===== src/rtl/jtframe_mr_ddrmux.sv =====
`default_nettype none
// +----------------------------------------------------------------------+
// | jtframe_mr_ddrmux: two-requester burst arbiter for the DDRAM port    |
// | Revision: 1.0                                                        |
// +----------------------------------------------------------------------+
module jtframe_mr_ddrmux #(
  parameter int FIXED_PRIO = 0,
  parameter int AW         = 29
) (
  input  logic          clk,
  input  logic          rst,
  input  logic [AW-1:0] a_addr,
  input  logic          a_rd,
  input  logic          a_wr,
  input  logic [7:0]    a_burst,
  input  logic [63:0]   a_din,
  input  logic [7:0]    a_be,
  output logic [63:0]   a_dout,
  output logic          a_dout_ok,
  output logic          a_din_ok,
  output logic          a_done,
  input  logic [AW-1:0] b_addr,
  input  logic          b_rd,
  input  logic          b_wr,
  input  logic [7:0]    b_burst,
  input  logic [63:0]   b_din,
  input  logic [7:0]    b_be,
  output logic [63:0]   b_dout,
  output logic          b_dout_ok,
  output logic          b_din_ok,
  output logic          b_done,
  output logic          ddram_clk,
  input  logic          ddram_busy,
  output logic [7:0]    ddram_burstcnt,
  output logic [AW-1:0] ddram_addr,
  input  logic [63:0]   ddram_dout,
  input  logic          ddram_dout_ready,
  output logic          ddram_rd,
  output logic [63:0]   ddram_din,
  output logic [7:0]    ddram_be,
  output logic          ddram_we
);
  typedef enum logic [1:0] {
    IDLE    = 2'd0,
    RD_CMD  = 2'd1,
    RD_DATA = 2'd2,
    WR_DATA = 2'd3
  } state_t;

  state_t        state_q, state_d;
  logic          gnt_b_q, gnt_b_d;
  logic          rr_b_q, rr_b_d;
  logic [7:0]    cnt_q, cnt_d;
  logic [7:0]    burst_q, burst_d;
  logic [AW-1:0] addr_q, addr_d;
  logic [7:0]    be_q, be_d;
  logic          rd_q, rd_d;
  logic          we_q, we_d;
  logic          a_done_q, a_done_d;
  logic          b_done_q, b_done_d;

  logic          a_req, b_req, sel_b, sel_rd, last_beat, rd_beat, wr_beat;
  logic [7:0]    sel_burst;

  assign a_req     = a_rd | a_wr;
  assign b_req     = b_rd | b_wr;
  // B wins only when A is silent, or on a tie when round-robin points at B
  assign sel_b     = b_req && (!a_req || ((FIXED_PRIO == 0) && rr_b_q));
  assign sel_rd    = sel_b ? b_rd : a_rd;
  assign sel_burst = sel_b ? b_burst : a_burst;
  assign last_beat = (cnt_q == burst_q - 8'd1);
  assign rd_beat   = (state_q == RD_DATA) && ddram_dout_ready;
  assign wr_beat   = (state_q == WR_DATA) && !ddram_busy;

  always_comb begin
    state_d  = state_q;
    gnt_b_d  = gnt_b_q;
    rr_b_d   = rr_b_q;
    cnt_d    = cnt_q;
    burst_d  = burst_q;
    addr_d   = addr_q;
    be_d     = be_q;
    rd_d     = rd_q;
    we_d     = we_q;
    a_done_d = 1'b0;
    b_done_d = 1'b0;
    case (state_q)
      IDLE: begin
        // The done cycle is skipped so a request still up from the finished transaction is not re-granted
        if ((a_req || b_req) && !a_done_q && !b_done_q) begin
          gnt_b_d = sel_b;
          rr_b_d  = !sel_b;
          addr_d  = sel_b ? b_addr : a_addr;
          be_d    = sel_b ? b_be : a_be;
          burst_d = (sel_burst == 8'd0) ? 8'd1 : sel_burst;
          cnt_d   = 8'd0;
          if (sel_rd) begin
            state_d = RD_CMD;
            rd_d    = 1'b1;
          end else begin
            state_d = WR_DATA;
            we_d    = 1'b1;
          end
        end
      end
      RD_CMD: begin
        if (!ddram_busy) begin
          rd_d    = 1'b0;
          state_d = RD_DATA;
        end
      end
      RD_DATA: begin
        if (ddram_dout_ready) begin
          if (last_beat) begin
            state_d  = IDLE;
            cnt_d    = 8'd0;
            a_done_d = !gnt_b_q;
            b_done_d = gnt_b_q;
          end else begin
            cnt_d = cnt_q + 8'd1;
          end
        end
      end
      WR_DATA: begin
        if (!ddram_busy) begin
          if (last_beat) begin
            state_d  = IDLE;
            we_d     = 1'b0;
            cnt_d    = 8'd0;
            a_done_d = !gnt_b_q;
            b_done_d = gnt_b_q;
          end else begin
            cnt_d = cnt_q + 8'd1;
          end
        end
      end
      default: state_d = IDLE;
    endcase
  end

  always_ff @(posedge clk or posedge rst) begin
    if (rst) begin
      state_q  <= IDLE;
      gnt_b_q  <= 1'b0;
      rr_b_q   <= 1'b0;
      cnt_q    <= 8'd0;
      burst_q  <= 8'd0;
      addr_q   <= '0;
      be_q     <= 8'd0;
      rd_q     <= 1'b0;
      we_q     <= 1'b0;
      a_done_q <= 1'b0;
      b_done_q <= 1'b0;
    end else begin
      state_q  <= state_d;
      gnt_b_q  <= gnt_b_d;
      rr_b_q   <= rr_b_d;
      cnt_q    <= cnt_d;
      burst_q  <= burst_d;
      addr_q   <= addr_d;
      be_q     <= be_d;
      rd_q     <= rd_d;
      we_q     <= we_d;
      a_done_q <= a_done_d;
      b_done_q <= b_done_d;
    end
  end

  assign ddram_clk      = clk;
  assign ddram_rd       = rd_q;
  assign ddram_we       = we_q;
  assign ddram_addr     = addr_q;
  assign ddram_burstcnt = burst_q;
  assign ddram_be       = be_q;
  assign ddram_din      = gnt_b_q ? b_din : a_din;

  assign a_dout    = ddram_dout;
  assign b_dout    = ddram_dout;
  assign a_dout_ok = rd_beat && !gnt_b_q;
  assign b_dout_ok = rd_beat && gnt_b_q;
  assign a_din_ok  = wr_beat && !gnt_b_q;
  assign b_din_ok  = wr_beat && gnt_b_q;
  assign a_done    = a_done_q;
  assign b_done    = b_done_q;
endmodule
`default_nettype wire

===== config.mk =====
export PLATFORM = sky130hd
export DESIGN_NAME = jtframe_mr_ddrmux
export DESIGN_NICKNAME = d
export VERILOG_FILES = /design/src/rtl/jtframe_mr_ddrmux.sv
export SDC_FILE = /design/constraint.sdc
export NUM_CORES = 1
export LEC_CHECK = 0
export ABC_AREA = 1
export CORE_AREA = 3 3 209 211
export DETAILED_ROUTE_END_ITERATION = 16
export DIE_AREA = 0 0 212 214
export GPL_ROUTABILITY_DRIVEN = 1
export HOLD_SLACK_MARGIN = 0.1
export SYNTH_ARGS = -nofsm -noshare
export SYNTH_HDL_FRONTEND = slang
export SYNTH_SLANG_ARGS = --single-unit

===== constraint.sdc =====
create_clock -name clk -period 5.2 [get_ports clk]
set_input_delay 1.04 -clock clk [delete_from_list [all_inputs] [get_ports clk]]
set_output_delay 1.04 -clock clk [all_outputs]
set_load 0.05 [all_outputs]

==> metrics.md, run 1 <==
| Metric | Value |
|---|---|
| Outcome | `finished clean` |
| Psw | `0.00246 W` |
| Via count of the routed design | `5738` |
| First-pass GRT wire length | `34.6 mm` |
| Fillcell total | `4676` |
| Count leader, synth | `nand2_1` |
| Initial antenna violation count | `0` |
| Post-synth ARST share | `100%` |
| CP max stage delay | `700 ps` |
| Ports | `536` |
| Post-detail-place hpwl | `18.3 mm` |
| Ant. Diodes | `0` |
| Worst Setup Path Type | `clock port to primary output` |
| Synth top area share | `29.2%` |
| R2R Setup Slk | `2820 ps` |
| DR WL/cell | `15.3 um` |
| Vias per cell | `3.73` |
| Peak supply drop | `0.200 mV` |
| PortBufs | `343` |
| CP top delay family | `buffers and inverters` |
| Netlist cell types | `29` |
| EDFF count, synth | `0` |
| Synthesized instance count | `802` |
| Final setup vio count | `0` |
| Starting Density | `12.4%` |
| CP Cell Sequence | `clkbuf_16 -> clkbuf_16 -> clkdlybuf4s50_1` |
| CTS tree | `yes` |
| Worst Path Max Fanout | `2` |
| Combinational fraction of design power | `66.0%` |
| Met1 Use GR | `10.1%` |
| Synth Cell Area | `5220 um2` |
| Placed Cells | `1520` |
| Largest net degree at the start of global routing | `80` |
| WP data required | `4160 ps` |
| Area leader, netlist | `dfrtp_1` |
| Most Crowded Layer GR | `met2` |
| Final GP Congestion | `0.789` |
| Vias in the first global route | `5813` |
| Sequential Area | `1530 um2` |
| Int Pwr | `0.00207 W` |
| Util after Layout | `20.5%` |
| Clock Pin Slew Worst Setup and Hold Paths | `60 ps` |
| Register area share after synthesis | `29.2%` |
| CP Data Arrival Time | `3550 ps` |
| Commonest cells post-synth | `nand2_1 (313), buf_4 (130), nand3_1 (91)` |
| Hold-fix buffers, CTS | `0` |
| Yosys reg bits | `61` |
| Synthesized Nets | `1094` |
| Setup crit end kind | `primary output` |
| Slew headroom | `31.9%` |
| Antenna viol nets, final | `0` |
| CP max stage cell | `clkdlybuf4s50_1` |
| Worst Skew | `11.7 ps` |
| Avg Inst Size Synth | `6.51 um2` |
| Die footprint | `45400 um2` |
| Initial DRC count | `257` |
| Post-cts resize count | `0` |
| Core ar. | `41900 um2` |
| First-pass DRT Iterations | `6` |
| Post-Route WL | `23.5 mm` |
| Post-route insts no fill | `1539` |
| Main synth FF type | `dfrtp_1` |
| Slew @ Worst Pin | `1020 ps` |
| Power Total | `0.00453 W` |
| M2 GR Usage | `18.0%` |
| Hold/Removal Path Class | `flip-flop to flip-flop` |
| Power Density | `527 nW/um2` |
| Layout cells sized above 1 | `4.70%` |
| Clk_lat worst skew | `470 ps` |
| Max-Cap Viols | `0` |
| Multi-input gate area | `2360 um2` |
| Buf/Inv on CP | `3` |
| Synth top area cells | `dfrtp_1 (29%), nand2_1 (23%), buf_4 (19%)` |
| Setup Total Neg Slack | `0 ps` |
| Area delta synth->final | `64.7%` |
| Row count | `75` |
| Reg power frac | `17.6%` |
| Final hold vios | `0` |
| Total track usage | `10.2%` |
| RSZ-0062 raised after global routing | `false` |
| Leakage power | `3.78 nW` |
| Die Span X | `212 um` |
| Clock share of power | `16.4%` |
| GR Overflow Total | `0` |
| Nets | `1287` |
| # DRC | `0` |
| Die height | `214 um` |
| M3 GR Usage | `5.04%` |
| Crit start category | `clock port` |
| Postcts setup bufs | `0` |
| Switching portion of total power | `54.4%` |
| Cell repeated most along the worst path | `clkbuf_16` |
| Slew Viols, Final | `0` |
| Yosys warns | `0` |
[power groups by stage]
stage / Combinational, W / Sequential, W / Clock, W
after detailed placement: 0.00302 / 0.000806 / 0.0000444
after global placement: 0.00300 / 0.000801 / 0.0000444
after floorplan: 0.00174 / 0.00123 / 0.0000415
after global routing: 0.00320 / 0.000825 / 0.000799
after CTS: 0.00303 / 0.000802 / 0.000777
final: 0.00299 / 0.000799 / 0.000743
[logic make-up after synthesis]
kind of cell	count (synthesis)	share of synthesized area [%]
adder cells (fa/ha/maj)	2	0.479
XOR/XNOR	9	1.51
flip-flops	61	29.2
AO/OA/AOI/OAI	31	3.28
AND/OR/NAND/NOR	481	39.8
buffers and inverters	218	25.7
[per-stage QoR]
| step | hold slack, ps | area [um2] | setup WS, ps |
|---|---|---|---|
| final | 495 | 8600 | 612 |
| after global routing | 517 | 8600 | 584 |
| after CTS | 501 | 8600 | 599 |
| after detailed placement | 486 | 8240 | 888 |
| after global placement | 478 | 8240 | 888 |
| after floorplan | 492 | 5220 | 1390 |
[flip-flops by register name (all words and copies together), names as in the netlist]
| register | flops |
|---|---|
| state_q | 2 |
| ddram_be | 8 |
| rr_b_q | 1 |
| a_done | 1 |
| ddram_we | 1 |
| ddram_burstcnt | 8 |
| ddram_rd | 1 |
| b_done | 1 |
| ddram_addr | 29 |
| gnt_b_q | 1 |
| cnt_q | 8 |
[placed cells by master, fill, tap and decap left out, types with 8 or more instances in the layout]
cell type        count
clkbuf_16           12
clkdlybuf4s50_1    343
dfrtp_1             60
inv_1               38
inv_2                8
nand2_1            312
nand3_1             91
nand4_1             42
nor2_1              22
o21ai_0             13
o21ai_1              8
[layout make-up]
class | instances | share of cell area [%]
flip-flops and latches | 61 | 17.8
multi-input cells | 523 | 27.5
repair buffers | 350 | 40.7
inverters | 46 | 2.01
clock buffers | 15 | 3.81
well taps | 539 | 7.84
clock inverters | 5 | 0.422
[path summary, 6_finish.rpt]
| path | start | to | depth (start not counted) |
|---|---|---|---|
| min | ddram_we$_DFFE_PP0P_ | ddram_we$_DFFE_PP0P_ | 2 |
| max reg2reg | rr_b_q$_DFFE_PP0P_ | ddram_we$_DFFE_PP0P_ | 13 |
| max | clk | ddram_clk | 3 |
| max in group asynchronous | rst | gnt_b_q$_DFFE_PP0P_ | 3 |
| min in group asynchronous | rst | ddram_rd$_DFFE_PP0P_ | 2 |
| min reg2reg | ddram_we$_DFFE_PP0P_ | ddram_we$_DFFE_PP0P_ | 2 |
[metal layers]
| metal | routed length [um] | part of all wire, % |
|---|---|---|
| met5 | 0 | 0 |
| met4 | 592 | 2.5 |
| met3 | 2460 | 10 |
| met2 | 12000 | 51 |
| met1 | 8460 | 36 |
[worst register-to-register path, stage by stage, from the launching register on]
cell and delay [ps]:
dfrtp_1 360, inv_1 100, o21ai_4 60, buf_4 280
nand2_2 130, buf_4 480, nand2_1 90, o21ai_0 270
nand2_1 210, nand2_1 110, a21oi_1 40, nand2_1 90
nand2_1 50, nand2_1 60
No activity file was read; power rests on OpenSTA's default activity.
==> run 2: changes to the inputs <==
PLACE_DENSITY = 0.48   (was unset)
==> run 2 against run 1 <==
Against the previous run:
- final area down 0.13%
- clock skew fell by 0.81 ps
- sequential cell count is the same
- highest routed layer unchanged
- worst setup slack improved by 3.8 ps
- critical path depth stayed put
- routed wire length rose by 0.39%
- utilization hardly changed
- hold slack got worse by 22 ps
- sequential power barely moved
- die area did not move
- total power fell by 0.58%
- non-clock buffer count unchanged
==> metrics.md, run 2 (synthesis results as in run 1) <==
| Metric | Value |
|---|---|
| Area delta synth->final | `64.5%` |
| Hold-fix buffers, CTS | `0 (unchanged)` |
| Initial DRC count | `239 (-7.0%)` |
| Post-detail-place hpwl | `18.3 mm (+0.34%)` |
| Hold/Removal Path Class | `flip-flop to flip-flop` |
| Outcome | `finished clean` |
| Hold WS | `473 ps (-21.9 ps)` |
| Pre-CTS WS | `888 ps (unchanged)` |
| Max-Cap Viols | `0 (unchanged)` |
| Nets | `1287 (unchanged)` |
| Layout cells sized above 1 | `4.70% (unchanged)` |
| Setup WS post-layout | `616 ps (+3.77 ps)` |
| Most frequent cells in the layout | `clkdlybuf4s50_1 (343), nand2_1 (312), nand3_1 (91)` |
| Crit start category | `clock port` |
| GR Overflow Total | `0 (unchanged)` |
| Max FFs per register | `29 (unchanged)` |
| First-pass GRT wire length | `35.2 mm (+1.7%)` |
| Clk_lat worst skew | `470 ps (about the same)` |
| Postcts setup bufs | `0 (unchanged)` |
| Die footprint | `45400 um2 (unchanged)` |
| Vias per cell | `3.74 (+0.37%)` |
| Largest net degree at the start of global routing | `80 (unchanged)` |
| Ant. Diodes | `0 (unchanged)` |
| CP Data Arrival Time | `3540 ps (about the same)` |
| Core ar. | `41900 um2 (unchanged)` |
| Final GP Congestion | `0.781 (-1.0%)` |
| Via count of the routed design | `5759 (+0.37%)` |
| Die height | `214 um (unchanged)` |
| Total track usage | `10.4% (+0.15 points)` |
| Vias in the first global route | `5982 (+2.9%)` |
| Worst Path Max Fanout | `2 (unchanged)` |
| Post-Route WL | `23.6 mm (+0.39%)` |
| Slew Viols, Final | `0 (unchanged)` |
| Slew headroom | `30.4% (-1.5 points)` |
| # DRC | `0 (unchanged)` |
| RSZ-0062 raised after global routing | `false` |
| Final hold vios | `0 (unchanged)` |
| Peak supply drop | `0.242 mV (+21%)` |
| Util after Layout | `20.5% (-0.027 points)` |
| Leakage power | `3.78 nW (about the same)` |
| Slew @ Worst Pin | `1040 ps (+22.2 ps)` |
| Power Density | `525 nW/um2 (-0.45%)` |
| PortBufs | `343 (unchanged)` |
| Setup crit end kind | `primary output` |
| Worst Skew | `10.9 ps (-0.812 ps)` |
| Commonest non-fill, non-tap cell in the layout | `clkdlybuf4s50_1` |
| Post-cts resize count | `0 (unchanged)` |
| DR WL/cell | `15.3 um (+0.39%)` |
| WP data required | `4160 ps (about the same)` |
| Ports | `536 (unchanged)` |
| CTS tree | `yes` |
| Final setup vio count | `0 (unchanged)` |
| Die Span X | `212 um (unchanged)` |
| Initial antenna violation count | `0 (unchanged)` |
| Antenna viol nets, final | `0 (unchanged)` |
| Worst Setup Path Type | `clock port to primary output` |
| Row count | `75 (unchanged)` |
| First-pass DRT Iterations | `5 (-1)` |
| Setup Total Neg Slack | `0 ps (unchanged)` |
| Clock Pin Slew Worst Setup and Hold Paths | `50 ps (about the same)` |
| Starting Density | `12.4% (unchanged)` |
| Power Total | `0.00450 W (-0.58%)` |
==> run 2: cell count changes in the layout (fill, tap and decap cells not counted), sizes merged <==
cell / before / now
clkinvlp: 3 / 2
inv: 46 / 47
clkinv: 2 / 3
clkbuf: 14 / 13
==> run 2: layout make-up <==
type | count | area (um2)
Inverter | 46 | 173
Multi-Input combinational cell | 523 | 2360
Timing Repair Buffer | 350 | 3500
Clock inverter | 6 | 38.8
Fill cell | 4663 | 33400
Tap cell | 539 | 674
Clock buffer | 14 | 314
Sequential cell | 61 | 1530
==> run 2: final timing paths <==
kind	cells after the start	to	slack, ps	from
max reg2reg	10	cnt_q[2]$_DFFE_PP0P_	3090	state_q[1]$_DFFE_PP0P_
max in group asynchronous	3	gnt_b_q$_DFFE_PP0P_	3210	rst
min in group asynchronous	2	ddram_addr[25]$_DFFE_PP0P_	980	rst
min	2	ddram_we$_DFFE_PP0P_	470	ddram_we$_DFFE_PP0P_
max	3	ddram_clk	620	clk
min reg2reg	2	ddram_we$_DFFE_PP0P_	470	ddram_we$_DFFE_PP0P_
==> run 2: metal layers <==
layer / global-route usage [%] / share of wire, % / wire length (um) / vias to the layer above
li1: - / - / - / 2812
met1: 11.2 / 38 / 8940 / 2587
met2: 17.0 / 48 / 11400 / 305
met3: 4.13 / 8.8 / 2070 / 55
met4: 6.16 / 5.0 / 1190 / 0
met5: 0 / 0 / 0 / -
==> run 2: through the flow <==
stage / instances / cell area (um2)
final: 1539 / 8590
after global routing: 1539 / 8590
after CTS: 1539 / 8590
after detailed placement: 1520 / 8240
after global placement: 1520 / 8240
after floorplan: 802 / 5220
==> run 2: worst max-delay path, stage by stage <==
cell and delay, ps:
clkbuf_16 120, clkbuf_16 130, clkdlybuf4s50_1 700
==> run 2: power breakdown <==
group | internal, W | switching, W
Sequential | 0.000645 | 0.000156
Clock | 0.000432 | 0.000304
Combinational | 0.000977 | 0.00199
Total | 0.00205 | 0.00245
==> run 3: changes to the inputs <==
ABC_AREA = unset   (was 1)
CORE_AREA = 3 3 207 209   (was 3 3 209 211)
DIE_AREA = 0 0 210 212   (was 0 0 212 214)
DONT_BUFFER_PORTS = 1   (was unset)
PLACE_DENSITY = 0.31   (was 0.48)
==> run 3 against run 2 <==
Against the previous run:
- cell count down 40%
- first-iteration DRC count shrank 38%
- critical path depth fell by 3
- hold slack improved by 110 ps
- combinational power fell by 50%
- utilization decreased by 8.7 points
- final area down 44%
- die area is 1.9% lower
- area after synthesis shrank 5.4%
- clock power down 21%
==> metrics.md, run 3 <==
| Metric | Value |
|---|---|
| Setup Total Neg Slack | `0 ps (unchanged)` |
| Hold/Removal Path Class | `flip-flop to flip-flop` |
| # clock sinks | `61` |
| Peak supply drop | `0.188 mV (-22%)` |
| Slew @ Worst Pin | `966 ps (-78.4 ps)` |
| Via count of the routed design | `3178 (-45%)` |
| Setup crit end kind | `primary output` |
| Total CTS buffers | `9` |
| CTS tree | `yes` |
| Nets | `685 (-47%)` |
| Worst Skew | `9.16 ps (-1.76 ps)` |
| Final GP Congestion | `0.683 (-12%)` |
| Final hold vios | `0 (unchanged)` |
| Die Span X | `210 um (-0.94%)` |
| Post-cts resize count | `0 (unchanged)` |
| Post-detail-place hpwl | `17.4 mm (-5.3%)` |
| Final setup vio count | `0 (unchanged)` |
| Synth top area share | `30.9% (+1.7 points)` |
| Initial antenna violation count | `1 (+1)` |
| Main synth FF type | `dfrtp_1` |
| Synth top area cells | `dfrtp_1 (31%), buf_4 (20%), mux2_2 (15%)` |
| DR WL/cell | `22.5 um (+47%)` |
| Commonest non-fill, non-tap cell in the layout | `mux2_2` |
| Synth Cell Area | `4940 um2 (-5.4%)` |
| Slew headroom | `35.4% (+5.0 points)` |
| RSZ-0062 raised after global routing | `false` |
| Commonest cells post-synth | `buf_4 (129), mux2_2 (64), dfrtp_1 (61)` |
| Total track usage | `8.69% (-1.7 points)` |
| Max FFs per register | `29 (unchanged)` |
| Final Cell Area | `4840 um2 (-44%)` |
| Largest net degree at the start of global routing | `99 (+24%)` |
| Most frequent cells in the layout | `mux2_2 (64), dfrtp_1 (60), o21ai_0 (58)` |
| Post-synthesis simple-gate area fraction | `9.76% (-30 points)` |
| Initial DRC count | `149 (-38%)` |
| Slew Viols, Final | `0 (unchanged)` |
| Netlist cell types | `45 (+55%)` |
| Synth Area in Compound Gates | `10.9% (+7.6 points)` |
| Vias per cell | `3.42 (-8.6%)` |
| Yosys reg bits | `61 (unchanged)` |
| Count leader, synth | `buf_4` |
| EDFF count, synth | `0 (unchanged)` |
| Row count | `74 (-1.3%)` |
| Clock Pin Slew Worst Setup and Hold Paths | `50 ps (about the same)` |
| Register area share after synthesis | `30.9% (+1.7 points)` |
| Ports | `536 (unchanged)` |
| Power Density | `756 nW/um2 (+44%)` |
| Clk_lat worst skew | `340 ps (-130 ps)` |
| Post-Route WL | `20.9 mm (-11%)` |
| Avg Inst Size Synth | `9.19 um2 (+41%)` |
| Starting Density | `12.0% (-0.41 points)` |
| Post-Synth Adder-Cell Area | `0.507% (+0.028 points)` |
| Largest family of logic cells by synthesized area | `multiplexers` |
| Post-synth ARST share | `100% (unchanged)` |
| Die footprint | `44500 um2 (-1.9%)` |
| Crit start category | `clock port` |
| Worst Setup Path Type | `clock port to primary output` |
| Xor/xnor share of the synthesized area | `1.95% (+0.44 points)` |
| First-pass DRT Iterations | `5 (unchanged)` |
| Placed Area | `4570 um2 (-45%)` |
| CTS Buffer Depth | `2` |
| Post-synthesis mux area share | `23.5% (+24 points)` |
| Worst Path Max Fanout | `2 (unchanged)` |
| Synthesized Nets | `829 (-24%)` |
| Vias in the first global route | `3101 (-48%)` |
| Max-Cap Viols | `0 (unchanged)` |
| H-tree Lvls | `3` |
| Hold-fix buffers, CTS | `0 (unchanged)` |
| PortBufs | `0 (-100%)` |
| Die height | `212 um (-0.93%)` |
| Postcts setup bufs | `0 (unchanged)` |
| Area leader, netlist | `dfrtp_1` |
| Layout cells sized above 1 | `23.4% (+19 points)` |
| Core ar. | `41000 um2 (-2.2%)` |
| Root Buffer | `clkbuf_16` |
| # DRC | `0 (unchanged)` |
| Synthesized instance count | `537 (-33%)` |
| Outcome | `finished clean` |
| Yosys warns | `0 (unchanged)` |
| CP Data Arrival Time | `2600 ps (-940 ps)` |
| WP data required | `4160 ps (about the same)` |
| Leakage power | `1.91 nW (-50%)` |
| Antenna viol nets, final | `0 (unchanged)` |
| Area delta synth->final | `-1.93%` |
| Ant. Diodes | `0 (unchanged)` |
| First-pass GRT wire length | `26.4 mm (-25%)` |
| GR Overflow Total | `0 (unchanged)` |
-- run 3: kinds of logic after synthesis --
family                     count (synthesis)
AOI/OAI and AO/OA                         87
DFF                                       61
buffers and inverters                    164
muxes                                    108
and+or+nand+nor                          104
adders and majority gates                  2
xor gates and xnor gates                  11
-- run 3: stage by stage --
step	std cells	setup WS, ps	utilization [%]	power, W	hold WS [ps]
final	929	1560	11.8	0.00366	584
after global routing	929	1560	11.8	0.00389	617
after CTS	929	1560	11.8	0.00374	590
after detailed placement	914	1560	11.1	0.00312	582
after global placement	914	1560	11.1	0.00313	576
after floorplan	537	1390	-	0.00309	507
-- run 3: where the power goes --
| group | switching, W | internal, W |
|---|---|---|
| combinational | 0.00102 | 0.000473 |
| sequential | 0.000911 | 0.000673 |
| clock | 0.000239 | 0.000344 |
-- run 3: worst paths after layout --
path                                                    start                            end  slack, ps  depth (start not counted)
worst min-delay path                     cnt_q[7]$_DFFE_PP0P_           cnt_q[7]$_DFFE_PP0P_        580                          2
max in group asynchronous                                 rst  ddram_burstcnt[4]$_DFFE_PP0P_       3580                          2
min in group asynchronous                                 rst     ddram_addr[15]$_DFFE_PP0P_        650                          1
worst min register to register           cnt_q[7]$_DFFE_PP0P_           cnt_q[7]$_DFFE_PP0P_        580                          2
worst max-delay path                                      clk                      ddram_clk       1560                          0
worst max register to register  ddram_burstcnt[0]$_DFFE_PP0P_         state_q[0]$_DFFE_PP0P_       2200                          7
-- run 3: layout make-up --
| type | count | area [um2] |
|---|---|---|
| clock buffer | 11 | 253 |
| clock inverter | 4 | 23.8 |
| fill | 4690 | 36200 |
| inverter | 5 | 18.8 |
| multi-input combinational | 312 | 2320 |
| sequential | 61 | 1530 |
| tap | 532 | 666 |
| timing repair buffer | 4 | 30.0 |
-- run 3: metal layers --
| metal | track usage [%] | up-vias | routed length [um] |
|---|---|---|---|
| met2 | 10.9 | 236 | 8350 |
| met5 | 0 | - | 0 |
| met1 | 9.88 | 1437 | 7660 |
| met3 | 7.94 | 65 | 4070 |
| met4 | 4.09 | 0 | 837 |
| li1 | - | 1440 | - |
